### src/rtl/multicycle_sequencer.sv
// Multi-cycle control sequencer for an RV32 datapath: fetch, decode, execute,
// memory and write-back around a shared single-port memory, with a sticky fault trap.
module multicycle_sequencer #(
  parameter int MEM_TIMEOUT = 15,
  parameter int CNT_W       = 32
) (
  input  logic             clk,
  input  logic             rst_n,
  input  logic             i_run,
  input  logic [6:0]       i_opcode,
  input  logic             i_branch_taken,
  input  logic             i_mem_ready,
  output logic             o_ir_write,
  output logic             o_pc_write,
  output logic             o_reg_wen_gate,
  output logic             o_mem_req,
  output logic             o_mem_write,
  output logic             o_mem_addr_sel,
  output logic             o_fault,
  output logic [2:0]       o_state,
  output logic [CNT_W-1:0] o_retire_cnt
);

  localparam int WAIT_W = (MEM_TIMEOUT < 2) ? 1 : $clog2(MEM_TIMEOUT);
  localparam logic [WAIT_W-1:0] WAIT_LIMIT = WAIT_W'(MEM_TIMEOUT - 1);

  typedef enum logic [2:0] {
    S_IDLE   = 3'd0,
    S_FETCH  = 3'd1,
    S_DECODE = 3'd2,
    S_EXEC   = 3'd3,
    S_MEM    = 3'd4,
    S_WB     = 3'd5,
    S_FAULT  = 3'd7
  } state_t;

  typedef enum logic [2:0] {
    C_NONE   = 3'd0,
    C_ALU    = 3'd1,
    C_LOAD   = 3'd2,
    C_STORE  = 3'd3,
    C_BRANCH = 3'd4
  } cls_t;

  function automatic cls_t decode_cls(input logic [6:0] opc);
    case (opc)
      7'b0110011, 7'b0010011: decode_cls = C_ALU;
      7'b0000011:             decode_cls = C_LOAD;
      7'b0100011:             decode_cls = C_STORE;
      7'b1100011:             decode_cls = C_BRANCH;
      default:                decode_cls = C_NONE;
    endcase
  endfunction

  state_t            r_state;
  state_t            w_seq_next;
  state_t            w_next;
  cls_t              r_cls;
  cls_t              w_dec_cls;
  logic [WAIT_W-1:0] r_wait_cnt;
  logic [CNT_W-1:0]  r_retire_cnt;
  logic              w_wait_hit;
  logic              w_retire;

  assign w_dec_cls    = decode_cls(i_opcode);
  assign w_wait_hit   = (r_wait_cnt == WAIT_LIMIT);
  assign w_next       = w_retire ? (i_run ? S_FETCH : S_IDLE) : w_seq_next;
  assign o_state      = r_state;
  assign o_retire_cnt = r_retire_cnt;

  // State, latched instruction class, memory wait counter and retire counter.
  always_ff @(posedge clk) begin
    if (!rst_n) begin
      r_state      <= S_IDLE;
      r_cls        <= C_NONE;
      r_wait_cnt   <= {WAIT_W{1'b0}};
      r_retire_cnt <= {CNT_W{1'b0}};
    end else begin
      r_state <= w_next;
      if (r_state == S_DECODE) begin
        r_cls <= w_dec_cls;
      end
      if (((r_state == S_FETCH) || (r_state == S_MEM)) && !i_mem_ready) begin
        r_wait_cnt <= r_wait_cnt + WAIT_W'(1);
      end else begin
        r_wait_cnt <= {WAIT_W{1'b0}};
      end
      if (w_retire) begin
        r_retire_cnt <= r_retire_cnt + CNT_W'(1);
      end
    end
  end

  // Next-state and strobe decode; a ready response wins over an expiring timeout.
  always_comb begin
    w_seq_next     = r_state;
    w_retire       = 1'b0;
    o_ir_write     = 1'b0;
    o_pc_write     = 1'b0;
    o_reg_wen_gate = 1'b0;
    o_mem_req      = 1'b0;
    o_mem_write    = 1'b0;
    o_mem_addr_sel = 1'b0;
    o_fault        = 1'b0;
    case (r_state)
      S_IDLE: begin
        if (i_run) w_seq_next = S_FETCH;
        else       w_seq_next = S_IDLE;
      end
      S_FETCH: begin
        o_mem_req = 1'b1;
        if (i_mem_ready) begin
          o_ir_write = 1'b1;
          w_seq_next = S_DECODE;
        end else if (w_wait_hit) begin
          w_seq_next = S_FAULT;
        end else begin
          w_seq_next = S_FETCH;
        end
      end
      S_DECODE: begin
        if (w_dec_cls == C_NONE) w_seq_next = S_FAULT;
        else                     w_seq_next = S_EXEC;
      end
      S_EXEC: begin
        // PC advances for every legal instruction, to the target or to PC+4.
        o_pc_write = (r_cls != C_NONE) || i_branch_taken;
        case (r_cls)
          C_ALU:           w_seq_next = S_WB;
          C_LOAD, C_STORE: w_seq_next = S_MEM;
          C_BRANCH:        w_retire   = 1'b1;
          default:         w_seq_next = S_FAULT;
        endcase
      end
      S_MEM: begin
        o_mem_req      = 1'b1;
        o_mem_addr_sel = 1'b1;
        o_mem_write    = (r_cls == C_STORE);
        if (i_mem_ready) begin
          if (r_cls == C_LOAD) w_seq_next = S_WB;
          else                 w_retire   = 1'b1;
        end else if (w_wait_hit) begin
          w_seq_next = S_FAULT;
        end else begin
          w_seq_next = S_MEM;
        end
      end
      S_WB: begin
        o_reg_wen_gate = 1'b1;
        w_retire       = 1'b1;
      end
      S_FAULT: begin
        o_fault    = 1'b1;
        w_seq_next = S_FAULT;
      end
      default: w_seq_next = S_FAULT;
    endcase
  end

endmodule

### config.mk
export PLATFORM = sky130hd
export DESIGN_NAME = multicycle_sequencer
export DESIGN_NICKNAME = d
export VERILOG_FILES = /design/src/rtl/multicycle_sequencer.sv
export SDC_FILE = /design/constraint.sdc
export NUM_CORES = 1
export LEC_CHECK = 0
export ABC_AREA = 1
export CORE_UTILIZATION = 32
export CTS_CLUSTER_DIAMETER = 40
export DETAILED_ROUTE_END_ITERATION = 16
export DONT_BUFFER_PORTS = 1
export MAX_ROUTING_LAYER = met4
export PLACE_DENSITY = 0.46
export SYNTH_ARGS = -nofsm -noshare
export SYNTH_HDL_FRONTEND = slang
export SYNTH_SLANG_ARGS = --single-unit
### constraint.sdc
create_clock -name clk -period 1.85 [get_ports clk]
set_input_delay 0.555 -clock clk [delete_from_list [all_inputs] [get_ports clk]]
set_output_delay 0.555 -clock clk [all_outputs]
set_load 0.01 [all_outputs]
Yosys cells after proc, flatten, opt, wreduce, memory -nomap -nowiden
Index checks and enable logic that the tools add are counted.

Bits in registers: 42. Output and inout port bits: 42. Logic and storage cells: 60.

Add/sub/neg operators: 2. Equal/unequal tests: 19. Multiplexer cells: 23. Reductions and logical operators: 12.

Operators by type and width (count): adder 32 x 1 -> 32 bit (second input constant) (1); two-way mux 3 bit (6); case mux 3 bit (6 select lines) (1); == test 7 x 6 -> 1 bit (second input constant) (2); == test 3 x 2 -> 1 bit (second input constant) (4); == test 3 bit (second input constant) (4); two-way mux 1 bit (12); case mux 3 bit (4 select lines) (1); case mux 3 bit (3 select lines) (1); == test 7 x 2 -> 1 bit (second input constant) (1); == test 7 x 5 -> 1 bit (second input constant) (1); == test 7 bit (second input constant) (1); == test 3 x 1 -> 1 bit (second input constant) (2); zero test 3 bit (2); OR reduction 2 bit (3); adder 4 x 1 -> 4 bit (second input constant) (1); == test 4 bit (second input constant) (1); inequality test 4 x 3 -> 1 bit (second input constant) (1); inequality test 3 bit (second input constant) (1); case mux 1 bit (3 select lines) (1); AND reduction 3 bit (1); nonzero test 3 bit (1); logical OR 1 bit (2); two-way mux 2 bit (1); 4 further kinds (4).

Longest topological paths before layout
Gate-level depths: netlist of run 1.

Depth after elaboration: 7. Depth in mapped cells: 10.

Least setup slack after synthesis of run 1
OpenSTA, ideal clock, no wires.

Path kind: register to register. Start: register r_retire_cnt[1], in the netlist o_retire_cnt[1]. End: register r_retire_cnt[18], in the netlist o_retire_cnt[18]. Arrival time: 1409 ps. Data required time: 1722 ps. Path slack: 313 ps. Stages on the path, launching flop included: 11. Buffers on the path: 0. Cells stage by stage: dfxtp_1 -> ha_1 -> nand2_2 -> nor2_4 -> nand2_4 -> nor2_4 -> nand2_2 -> inv_1 -> nand3_1 -> nand2_1 -> nor2_1.

Longest elaborated chain between the ends: 1.

RTL lines: start: declaration (line 61) `logic [CNT_W-1:0] r_retire_cnt;`; start signal: assignment (line 77) `r_retire_cnt <= {CNT_W{1'b0}};`; start signal: assignment (line 89) `r_retire_cnt <= r_retire_cnt + CNT_W'(1);`; adder 32 x 1 -> 32 bit (line 89).

No other way between the ends. A chain may end at the register's enable or synchronous reset.

Final worst setup path of run 1
Start: register r_state[0], in the netlist o_state[0]. End: output port o_ir_write.

Longest elaborated chain between the ends: 2.

RTL lines: start: declaration (line 55) `state_t r_state;`; start signal: assignment (line 79) `r_state <= w_next;`; == test 3 x 1 -> 1 bit (line 105) `case (r_state)`; two-way mux 1 bit (line 105); end: declaration (line 13) `output logic o_ir_write,`.

No other way between the ends.

==> run metrics, run 1 <==
fin util between 30% and 40%; Clock Latency Late Sink 0.30 ns; Synth Instances 420; Worst Path Arrival 1.19 ns; FF+latch count, synth between 40 and 50; wire length per cell 13.66 um; DRT Pass-1 Iters 5; placed cells 534; Setup crit start o_state[0]; total power 2.536 mW; Iteration-0 DRC Markers 118; clk slew on worst S/H paths 0.09 ns; Die Y about 93 um; final setup fails 0; root buf cell clkbuf_8; HP Start rst_n; largest net degree at the start of global routing 21; Num CTS Buffers 5; routed wire length ~7400 um; share of layout cells above drive strength 1 15.45%; vias in the first global route 2,493; Peak supply drop around 0.00041 V; Startpoint Class flop; Core ar. 0.007888 mm2; Placement Cell Area between 0.002 and 0.003 mm2; most frequent cell after synthesis nand2_1; run status complete, no violations; maximum buffer depth of the clock tree 2; minimum clock period 1.744 ns; CTS Sinks 42; Max Cap Viol 0; r2r startpoint o_retire_cnt[0]; gp weighted congestion between 0.8 and 0.9; Port Buffers 0; die area 0.008733 mm2; final period utilization 94.28%; dpl hpwl 5721 um; Lkg Pwr 1.229 nW; post-CTS setup buffer count 0; post-route ant nets 0; Pwr Density ~840 mW/mm2; H-tree depth 2; Place WS 0.2148 ns; fmax 573.3 MHz; Seq/Total Area, Yosys around a third; Hold WS 0.3600 ns; Overflow after GRT 0; ranking of synthesized cells by area dfxtp_1, nand2_1, nor2_1; post-synth top area share 31.42%; Post-synth EDFFs 0; CTS tree done; final hold vios 0; CP Max Fanout 6; final slew viol count 0; ant diodes 0; RSZ-0062 raised after global routing no; R2R setup slack 0.26 ns; num rows 32; Setup WS post-layout 0.1057 ns; critical path required time 1.29 ns; post-route insts no fill about 540; Hold Path Class in2reg; Total GRT Usage a little under a fifth; Syn Std Cell Area 0.002676 mm2; Synth Warn # 0; initial antenna violation count 0; setup_tns 0 ns; post-layout instance area 0.003037 mm2; relative slew slack 75.28%; worst slew pin tran 0.3702 ns; Syn Area/Cell approximately 6.4 um2; Setup Skew between 0.01 and 0.015 ns; FFs w/ async S/R, synth 0%; nets@finish 454; distinct cell type count after synthesis 32; area grow syn2layout 13.46%; top post-synthesis cells by count nand2_1, nor2_1, inv_1; Post-Syn Nets approximately 440; drt drc 0; post-synth top area cell dfxtp_1; drt via density 4.756; Setup CP Type reg2out; Most used DFF post-synth dfxtp_1; first-pass GRT wire length 12,360 um; total number of vias around 2,600; Worst Setup End Kind output port; io pins 54; initial core utilization around a third; die width between 90 and 100 um
[final cells by class]
| class | instances | area [um2] |
|---|---|---|
| Fill cell | 844 | 4851 |
| Multi-Input combinational cell | 321 | 1602 |
| Clock inverter | 2 | 37.54 |
| Sequential cell | 42 | 847.1 |
| Clock buffer | 6 | 72.57 |
| Inverter | 48 | 180.2 |
| Timing Repair Buffer | 21 | 170.2 |
| Tap cell | 102 | 127.6 |
[registers in the layout, indices dropped and copies added (netlist names)]
| signal | count |
|---|---|
| o_retire_cnt | 32 |
| o_state | 3 |
| r_wait_cnt | 4 |
| r_cls | 3 |
[per-layer routing]
metal  up-vias  global-route usage (%)  part of all wire, %
met5         -                       -                    0
met4         0                   3.462                 0.80
met3         7                   4.959                  6.6
met2        61                   27.82                   42
met1      1163                   25.25                   50
li1       1347                       -                    -
[timing repair]
item | in CTS | in global routing
hold endpoints to repair | 0 | 0
gates resized for setup | 2 | 8
endpoints found under the setup margin | 5 | 4
hold buffers | 0 | 0
[critical path: stages, from the launching register on]
cell,delay [ns]
dfxtp_4,0.41
inv_1,0.08
nor2_2,0.14
nand2_2,0.12
nor2_2,0.15
[placed cells by master (no fill, tap or decap), types with 2 or more instances in the layout]
cell	Yosys	routed
nand2_1	137	135
nor2_1	68	65
inv_1	46	46
dfxtp_1	42	39
a21oi_1	30	30
nand3_1	22	22
buf_4	4	20
o21ai_0	10	10
nor2_2	6	9
nand2_2	7	9
nor2_4	7	7
xor2_1	7	7
clkbuf_8	0	5
nand4_4	3	3
xnor2_1	3	3
ha_1	3	3
inv_2	2	2
nand2_4	2	2
nand4_1	2	2
o21bai_1	2	2
nor3_1	3	2
o21ai_1	2	2
dfxtp_2	0	2
[power by group]
group / leakage, nW / switching [mW] / internal (mW) / total, mW
Combinational: 0.837 / 0.475 / 0.220 / 0.695
Sequential: 0.341 / 0.106 / 0.979 / 1.09
Clock: 0.0514 / 0.352 / 0.404 / 0.756
[worst paths after layout]
check                           cells past startpoint          endpoint
worst max-delay path                                4        o_ir_write
worst min-delay path                                2   o_retire_cnt[2]
worst min register to register                      1     r_wait_cnt[0]
worst max register to register                     10  o_retire_cnt[18]
[logic make-up after synthesis]
logic type / count (synthesis) / share of synthesized area, %
DFF: 42 / 31.42
and+or+nand+nor: 260 / 44.88
xor gates and xnor gates: 10 / 3.273
AOI/OAI and AO/OA: 48 / 9.631
buffers and inverters: 57 / 9.397
adders and majority gates: 3 / 1.403
Power figures use the tool's default switching activity.
==> run 2: changes to the inputs <==
--- a/config.mk
+++ b/config.mk
@@ -6,12 +6,14 @@
 export NUM_CORES = 1
 export LEC_CHECK = 0
 export ABC_AREA = 1
+export CELL_PAD_IN_SITES_DETAIL_PLACEMENT = 0
+export CELL_PAD_IN_SITES_GLOBAL_PLACEMENT = 1
 export CORE_UTILIZATION = 32
 export CTS_CLUSTER_DIAMETER = 40
 export DETAILED_ROUTE_END_ITERATION = 16
 export DONT_BUFFER_PORTS = 1
 export MAX_ROUTING_LAYER = met4
-export PLACE_DENSITY = 0.46
+export PLACE_DENSITY = 0.61
 export SYNTH_ARGS = -nofsm -noshare
 export SYNTH_HDL_FRONTEND = slang
 export SYNTH_SLANG_ARGS = --single-unit
==> run metrics, run 2 (synthesis results as in run 1) <==
Num CTS Buffers 5; die area 0.008733 mm2; Hold Buf Count CTS 0; relative slew slack 67.32%; share of layout cells above drive strength 1 roughly 15%; commonest non-fill, non-tap cell in the layout nand2_1; io pins 54; Total GRT Usage 19.23%; multi-input logic area 0.001597 mm2; Placement Cell Area 0.002915 mm2; Clock Latency Late Sink around 0.31 ns; register area about 850 um2; R2R setup slack 0.23 ns; minimum clock period 1.790 ns; DRT Pass-1 Iters 4; initial antenna violation count 0; die width 93.45 um; Core ar. 0.007888 mm2; Iteration-0 DRC Markers around 120; max FFs per register 32; fmax 558.7 MHz; Setup CP Type reg2out; final period utilization 96.76%; drt via density about 4.7; critical path required time 1.29 ns; first-pass GRT wire length about 13,000 um; FILL cells 874; Port Buffers 0; CTS tree done; fin util between 30% and 40%; Overflow after GRT 0; final setup fails 0; initial core utilization 33.93%; Startpoint Class flop; gp weighted congestion 0.8348; Pwr Density 797.3 mW/mm2; Hold Path Class in2reg; wire length per cell 13.75 um; largest net degree at the start of global routing 22; RSZ-0062 raised after global routing yes; final hold vios 0; Max Cap Viol 0; final slew viol count 0; Worst Setup End Kind output port; post-route ant nets 0; total number of vias 2,535; worst slew pin tran 0.4897 ns; Lkg Pwr 1.231 nW; commonest cells after routing, fill and taps aside nand2_1, nor2_1, inv_1; Worst Path Arrival ~1.2 ns; maximum buffer depth of the clock tree 2; num rows 32; Die Y 93.45 um; CTS Sinks 42; CP Max Fanout 4; dpl hpwl 5822 um; Setup Skew ~0.0098 ns; ant diodes 0; H-tree depth 2; root buf cell clkbuf_8; routed wire length 7453 um; area grow syn2layout 13.18%; Peak supply drop about 0.00025 V; nets@finish 454; post-layout instance area 0.003029 mm2; drt drc 0; vias in the first global route 2,467; run status complete, no violations; clk slew on worst S/H paths 0.08 ns
## run 2: cell types whose count changed in the layout (fill, tap and decap cells not counted), sizes merged
cell | before | now
clkinv | 0 | 1
bufinv | 1 | 0
## run 2: routing by layer
metal  wire [um]  GRT usage, %
met3         398         4.634
met5           0             -
met1        3669         26.14
met2        3302         28.37
met4          82         5.256
## run 2: final timing paths
path,endpoint,cells past startpoint,startpoint
max,o_mem_req,4,o_state[1]
min,o_retire_cnt[4],2,rst_n
max reg2reg,o_retire_cnt[18],10,o_retire_cnt[0]
min reg2reg,r_wait_cnt[0],1,r_wait_cnt[0]
## run 2: area by class of cell
class	count	area share, %
multi-input combinational	321	52.71
sequential	42	27.96
timing repair buffer	21	6.031
inverter	48	5.948
tap	102	4.213
clock buffer	6	2.726
clock inverter	2	0.4131
## run 2: report_power, final
group	internal, mW	switching, mW
clock network	0.301	0.347
registers	0.977	0.101
logic	0.217	0.472
## run 2: metrics by stage
step / hold WS, ns / TNS [ns] / total power, mW / instances / setup slack, ns
after global routing: 0.3502 / -0.01324 / 2.603 / 542 / -0.01324
final: 0.3647 / 0 / 2.415 / 542 / 0.06001
after CTS: 0.3515 / 0 / 2.439 / 542 / 0.01568
after floorplan: 0.4297 / 0 / 1.621 / 420 / 0.3133
after detailed placement: 0.4540 / 0 / 1.778 / 534 / 0.1465
after global placement: 0.4453 / 0 / 1.778 / 534 / 0.1654
## run 2: repair_timing
action	4_1_cts	5_1_grt
resized for setup	2	6
cloned	0	0
endpoints found under the setup margin	4	5
setup buffers	0	0
## run 2: worst max-delay path: stages, from the launching register on
cell and delay (ns):
dfxtp_1 0.37, nor2_1 0.16, nand2_1 0.11, buf_4 0.16, nand2_1 0.12
==> run 3: changes to the inputs <==
--- a/config.mk
+++ b/config.mk
@@ -14,6 +14,7 @@
 export DONT_BUFFER_PORTS = 1
 export MAX_ROUTING_LAYER = met4
 export PLACE_DENSITY = 0.61
+export SETUP_SLACK_MARGIN = 0.3
 export SYNTH_ARGS = -nofsm -noshare
 export SYNTH_HDL_FRONTEND = slang
 export SYNTH_SLANG_ARGS = --single-unit
==> run metrics, run 3 (synthesis results as in run 1) <==
post-route insts no fill 564; num rows 32; Lkg Pwr 1.516 nW; placed cells 534; Hold Buf Count CTS 0; Port Buffers 0; commonest non-fill, non-tap cell in the layout nand2_1; initial core utilization 33.93%; final slew viol count 0; die area between 0.008 and 0.009 mm2; DRT Pass-1 Iters 4; setup_tns 0 ns; minimum clock period 1.670 ns; Worst Path Arrival 1.12 ns; crit-path most repeated cell nand2_4; Worst Setup End Kind output port; Hold WS 0.3422 ns; initial antenna violation count 0; routed wire length ~8000 um; Pwr Density 849.9 mW/mm2; die width 93.45 um; Clock Latency Late Sink 0.30 ns; share of layout cells above drive strength 1 between 30 and 40%; commonest cells after routing, fill and taps aside nand2_1, nor2_1, inv_1; total power just over 3 mW; relative slew slack 66.59%; io pins between 50 and 60; largest net degree at the start of global routing 21; FILL cells 830; Placement Cell Area 0.002915 mm2; Max Cap Viol 0; final setup fails 0; R2R setup slack between 0.2 and 0.25 ns; root buf cell clkbuf_8; dpl hpwl 5822 um; cell family with most CP delay flip-flops; first-pass GRT wire length 13,190 um; crit-path cells nor2_4 > nand2_4 > buf_6 > nand2_4; CTS Sinks 42; fmax 598.6 MHz; Total GRT Usage 20.22%; maximum buffer depth of the clock tree 2; Overflow after GRT 0; ant diodes 0; H-tree depth 2; area grow syn2layout 35.20%; critical path required time approximately 1.3 ns; Startpoint Class flop; vias in the first global route about 2,600; RSZ-0062 raised after global routing yes; wire length per cell 14.43 um; post-route ant nets 0; max FFs per register 32; Setup WS post-layout 0.1795 ns; Peak supply drop approximately 0.00033 V; worst stage delay on the critical path between 0.3 and 0.4 ns; Hold Path Class in2reg; Setup Skew 0.009648 ns; CTS tree done; fin util 45.88%; Core ar. 0.007888 mm2; post-layout instance area approximately 0.0036 mm2; worst path buffer plus inverter count 1; run status complete, no violations; CP Max Fanout 4; drt via density between 4 and 5; drt drc 0; Num CTS Buffers 5; gp weighted congestion 0.8348; Place WS about 0.15 ns; nets@finish 476; Crit-path slowest cell dfxtp_4; clk slew on worst S/H paths 0.09 ns; Iteration-0 DRC Markers 120; final period utilization 90.30%; Die Y 93.45 um; Setup CP Type reg2out; final hold vios 0; total number of vias 2,703; worst slew pin tran 0.5006 ns
run 3: cell types whose count changed in the layout (fill, tap and decap cells not counted), sizes merged:
cell      previous run  this run
clkinvlp             1         2
inv                 48        46
clkinv               1         2
buf                 21        42
clkbuf               6         7
run 3: cell type report:
class	count	area (um2)	share of cell area [%]
Multi-Input combinational cell	321	1852	51.18
Sequential cell	42	872.1	24.10
Timing Repair Buffer	43	467.9	12.93
Inverter	48	203.9	5.636
Tap cell	102	127.6	3.527
Clock buffer	6	82.58	2.282
Clock inverter	2	12.51	0.3458
run 3: worst paths after layout:
path / endpoint / cells after the start / startpoint
setup / recovery: o_mem_req / 4 / o_state[1]
hold / removal: o_retire_cnt[5] / 2 / rst_n
setup reg to reg: o_retire_cnt[9] / 9 / o_state[1]
hold reg to reg: r_wait_cnt[0] / 1 / r_wait_cnt[0]
run 3: where the power goes:
part / internal (mW) / switching [mW]
logic: 0.579 / 0.713
clock network: 0.301 / 0.346
registers: 0.990 / 0.146
run 3: worst reg2reg max path, delay by kind of cell, from the launching register on:
| kind | cells | cell delay [ns] |
|---|---|---|
| DFF | 1 | 0.42 |
| buffers and inverters | 3 | 0.53 |
| and+or+nand+nor | 5 | 0.49 |
| AOI/OAI and AO/OA | 1 | 0.05 |
run 3: repair_timing:
| action | CTS | global route |
|---|---|---|
| gates resized for setup | 36 | 86 |
| buffers inserted | 11 | 8 |
| cloned | 2 | 1 |
| hold endpoints to repair | 0 | 0 |
| pin swaps | 8 | 19 |
| setup endpoints to repair | 36 | 42 |
run 3: routing by layer:
metal	global-route usage [%]	share of wire [%]	routed length [um]	vias up
met5	-	0	0	-
met2	30.27	45	3646	60
met1	27.52	48	3942	1244
met4	5.000	1.0	84	0
met3	4.553	5.7	466	10
li1	-	-	-	1389
